[src/rtl/insa_trace_buf.sv]
// rtl/insa_trace_buf.sv - circular trace buffer with oldest/newest relative reads and crash handshake
module insa_trace_buf #(
    parameter int DEPTH = 16,
    parameter int IDX_W = 20
) (
    input  logic                    clk_i,
    input  logic                    rst_ni,
    input  logic                    wr_valid_i,
    input  logic [31:0]             wr_data_i,
    input  logic [IDX_W-1:0]        rd_index_i,
    output logic [31:0]             rd_first_o,
    output logic [31:0]             rd_last_o,
    output logic                    data_in_buffer_o,
    output logic [$clog2(DEPTH):0]  count_o,
    output logic                    overflow_o,
    input  logic                    rst_buf_i,
    input  logic                    en_crash_i,
    output logic                    crash_req_o,
    input  logic                    crash_ack_i
);

    localparam int PTR_W = $clog2(DEPTH);
    localparam int CNT_W = PTR_W + 1;
    localparam int CMP_W = (IDX_W > CNT_W) ? IDX_W : CNT_W;

    typedef enum logic [1:0] {
        ST_IDLE = 2'd0,
        ST_REQ  = 2'd1,
        ST_HALT = 2'd2
    } state_t;

    state_t            state_q, state_d;
    logic [PTR_W-1:0]  wr_ptr_q, wr_ptr_d;
    logic [PTR_W-1:0]  rd_ptr_q, rd_ptr_d;
    logic [CNT_W-1:0]  count_q, count_d;
    logic              overflow_q, overflow_d;
    logic              mem_we;
    logic [31:0]       mem_q [DEPTH];

    logic              full;
    logic              idx_valid;
    logic [PTR_W-1:0]  idx_lo;
    logic [PTR_W-1:0]  first_addr;
    logic [PTR_W-1:0]  last_addr;

    assign full = (count_q == CNT_W'(DEPTH));

    always_comb begin
        state_d    = state_q;
        wr_ptr_d   = wr_ptr_q;
        rd_ptr_d   = rd_ptr_q;
        count_d    = count_q;
        overflow_d = overflow_q;
        mem_we     = 1'b0;
        if (rst_buf_i) begin
            state_d    = ST_IDLE;
            wr_ptr_d   = '0;
            rd_ptr_d   = '0;
            count_d    = '0;
            overflow_d = 1'b0;
        end else begin
            unique case (state_q)
                ST_IDLE: begin
                    if (wr_valid_i) begin
                        if (!full) begin
                            mem_we   = 1'b1;
                            wr_ptr_d = wr_ptr_q + PTR_W'(1);
                            count_d  = count_q + CNT_W'(1);
                        end else if (!en_crash_i) begin
                            // Overwrite the oldest entry: both pointers advance together.
                            mem_we     = 1'b1;
                            wr_ptr_d   = wr_ptr_q + PTR_W'(1);
                            rd_ptr_d   = rd_ptr_q + PTR_W'(1);
                            overflow_d = 1'b1;
                        end else begin
                            overflow_d = 1'b1;
                            state_d    = ST_REQ;
                        end
                    end
                end
                ST_REQ: begin
                    if (crash_ack_i) begin
                        state_d = ST_HALT;
                    end
                end
                ST_HALT: begin
                    state_d = ST_HALT;
                end
                default: begin
                    state_d = ST_IDLE;
                end
            endcase
        end
    end

    always_ff @(posedge clk_i or negedge rst_ni) begin
        if (!rst_ni) begin
            state_q    <= ST_IDLE;
            wr_ptr_q   <= '0;
            rd_ptr_q   <= '0;
            count_q    <= '0;
            overflow_q <= 1'b0;
        end else begin
            state_q    <= state_d;
            wr_ptr_q   <= wr_ptr_d;
            rd_ptr_q   <= rd_ptr_d;
            count_q    <= count_d;
            overflow_q <= overflow_d;
        end
    end

    // Storage is deliberately unreset; invalid indices are masked on the read side.
    always_ff @(posedge clk_i) begin
        if (mem_we) begin
            mem_q[wr_ptr_q] <= wr_data_i;
        end
    end

    assign idx_valid  = (CMP_W'(rd_index_i) < CMP_W'(count_q));
    assign idx_lo     = PTR_W'(rd_index_i);
    assign first_addr = rd_ptr_q + idx_lo;
    assign last_addr  = wr_ptr_q - idx_lo - PTR_W'(1);

    assign rd_first_o       = idx_valid ? mem_q[first_addr] : 32'h0;
    assign rd_last_o        = idx_valid ? mem_q[last_addr]  : 32'h0;
    assign data_in_buffer_o = (count_q != '0);
    assign count_o          = count_q;
    assign overflow_o       = overflow_q;
    assign crash_req_o      = (state_q == ST_REQ);

endmodule

[config.mk]
export PLATFORM = sky130hd
export DESIGN_NAME = insa_trace_buf
export DESIGN_NICKNAME = d
export VERILOG_FILES = /design/src/rtl/insa_trace_buf.sv
export SDC_FILE = /design/constraint.sdc
export NUM_CORES = 1
export LEC_CHECK = 0
export CORE_ASPECT_RATIO = 0.9
export CORE_MARGIN = 3
export CORE_UTILIZATION = 43
export CTS_CLUSTER_DIAMETER = 100
export DETAILED_ROUTE_END_ITERATION = 7
export GPL_ROUTABILITY_DRIVEN = 0
export PLACE_DENSITY_LB_ADDON = 0.05
export SKIP_CTS_REPAIR_TIMING = 1
export SYNTH_ARGS = -nofsm -noshare
export SYNTH_HDL_FRONTEND = slang
export SYNTH_SLANG_ARGS = --single-unit
[constraint.sdc]
create_clock -name clk_i -period 12.1 [get_ports clk_i]
set_clock_uncertainty 0.05 [all_clocks]
set_input_delay 2.42 -clock clk_i [delete_from_list [all_inputs] [get_ports clk_i]]
set_output_delay 2.42 -clock clk_i [all_outputs]
set_load 0.01 [all_outputs]
==> impl_results.md <==
* Status: completed
* Sink Count at 528
* Power Dens Cells at 146 nW/µm²
* Max-Cap Viols at 0
* CTS tree: built
* Largest net degree at the start of global routing at 53
* # rows at 84
* Syn nets at 1355
* Reg area at 15800 µm²
* Multi-input logic area at 9200 µm²
* Drt wl/cell at 30.5 µm
* Max frequency at 0.103 GHz
* Worst-path fanout max at 52
* Mapped cell area at 25600 µm²
* CTS root buf: clkbuf_16
* Die width at 263 µm
* Crit end category: primary output
* Via count at 13800
* Final non-filler cell total at 2223
* Predominant post-synthesis flop cell: edfxtp_1
* Startpoint types: input port
* Cell variety after synth at 45
* Share of the synthesized area in the top cell type at 0.600
* Min Tclk post-route at 9.68 ns
* CTS Buffer Depth at 3
* Post-synth EDFFs at 512
* Main area contributors after synthesis: edfxtp_1 (60%), mux4_2 (20%), mux4_1 (3.3%)
* Via-per-instance ratio at 6.22
* Hold Crit Class: flip-flop to flip-flop
* Initial Util at 0.437
* Final WL at 67.9 mm
* Setup CP Type: input port to primary output
* Worst path arrival time at 7.21 ns
* Synth Register Bits at 528
* Most common cell in the netlist: edfxtp_1
* Mean Syn Cell Area at 20.1 µm²
* Endpoints failing hold at 0
* Commonest cells in the netlist: edfxtp_1 (512), mux4_2 (222), mux2i_1 (67)
* Remaining Overflow, GRT at 0
* Skew-Pair Late Insertion Delay at 0.61 ns
* Filler Cells Inserted at 4772
* 1st-pass router iterations at 5
* H-tree Lvls at 2
* First-pass GRT wire length at 99.7 mm
* Starting DRT DRC Count at 1178
* Ratio of cells with drive above 1 in the final layout at 0.265
* Synth Warn # at 0
* Num CTS Buffers at 57
* Register area share after synthesis at 0.616
* Area leader, netlist: edfxtp_1
* Total GRT Usage at 0.218
* Vias in the first global route at 14700
* Setup TNS at 0 ns
* Area grow syn2layout at 14.8%
* # IOs at 130
* Placed wire-length estimate at 37.1 mm
* Final-report setup violation count at 0
* Lkg Pwr at 9.25 nW
* ANT nets after route at 0
* Placed insts at 2119
* Final period util at 0.800
* Clock slew at reported path FFs at 0.05 ns
* Slew Limit Headroom at 0.327
* Pins Over Slew Limit at 0
* FFs w/ async S/R, synth at 0.0303
* Residual DRC at 0
* Worst EP required at 9.63 ns
* Core area at 58600 µm²
* RSZ-0062 raised after global routing: no
* Buffers on Ports at 129
* Worst slew pin tran at 1.01 ns
* Final net count at 1484
* Cells after synthesis at 1275
* Worst vdd ir at 0.108 mV
* Antenna violations before repair at 1
* DIE HEIGHT at 238 µm
* Die area at 62600 µm²
placed cells by master (no fill, tap or decap), types with 14 or more instances in the layout:
master / instances
clkinv_1: 15
buf_4: 41
a2111oi_1: 51
mux4_2: 222
nor2_1: 19
clkdlybuf4s50_1: 129
mux4_1: 32
ha_1: 18
nor2b_1: 66
edfxtp_1: 512
a211oi_1: 64
clkbuf_16: 59
mux2i_1: 67
dfrtp_1: 16
inv_1: 14
area by class of cell:
class / instances / share of cell area
multi-input cells: 629 / 0.313
clock inverters: 31 / 0.00753
clock buffers: 72 / 0.0518
flip-flops and latches: 528 / 0.536
well taps: 774 / 0.0329
inverters: 14 / 0.00179
diodes: 1 / 0.0000851
repair buffers: 174 / 0.0571
stage by stage:
step,setup WS (ns),utilization,hold slack [ns],power (mW),area (µm²)
after CTS,2.37,0.502,0.471,4.35,29400
after floorplan,5.07,-,0.439,2.54,25600
after global placement,2.38,0.472,0.445,2.70,27700
after global routing,2.31,0.502,0.494,4.47,29400
final,2.42,0.502,0.458,4.30,29400
after detailed placement,2.39,0.472,0.461,2.70,27700
layer usage:
metal	routed length, µm	vias to the layer above	global-route usage
met3	3630	93	0.0339
met1	28500	7475	0.294
li1	-	5814	-
met2	34300	443	0.374
met4	1440	0	0.0586
met5	0	-	0
cell families (layout without fill, tap and decap cells):
family	count (synthesis)	in the layout	share of synthesized area
xor+xnor	16	16	0.00664
mux	323	323	0.256
other cells	0	1	0
simple gates	126	126	0.0270
fa+ha+maj	22	22	0.0113
compound gates	142	142	0.0495
flops	528	528	0.616
buf+inv	118	291	0.0337
worst max-delay path, stage by stage:
cell and delay, ns:
clkdlybuf4s50_1 0.48, inv_1 0.15, ha_4 0.15, inv_1 0.05, fa_4 1.40, buf_4 0.53
mux4_2 0.28, nor2b_1 0.12, a211oi_1 0.06, a2111oi_1 0.80, clkdlybuf4s50_1 0.69
sequential cells by signal (all words and copies together) (netlist names):
name,cells
overflow_o,1
count_o,5
mem_q,512
rd_ptr_q,4
state_q,2
wr_ptr_q,4
path summary, 6_finish.rpt:
check                              start             to  slack, ns  cells past startpoint
setup reg to reg              count_o[0]   mem_q[3][27]       8.05                      8
min in group asynchronous         rst_ni    wr_ptr_q[3]       2.23                      1
hold / removal                overflow_o     overflow_o       0.46                      2
hold reg to reg               overflow_o     overflow_o       0.46                      2
setup / recovery           rd_index_i[0]  rd_last_o[19]       2.42                     11
max in group asynchronous         rst_ni    rd_ptr_q[0]       9.27                      1
power by group:
part | internal, mW | switching (mW) | total [mW]
Sequential | 2.03 | 0.0104 | 2.04
Clock | 0.947 | 0.701 | 1.65
Combinational | 0.291 | 0.321 | 0.612
(Power assumes the default switching activity.)
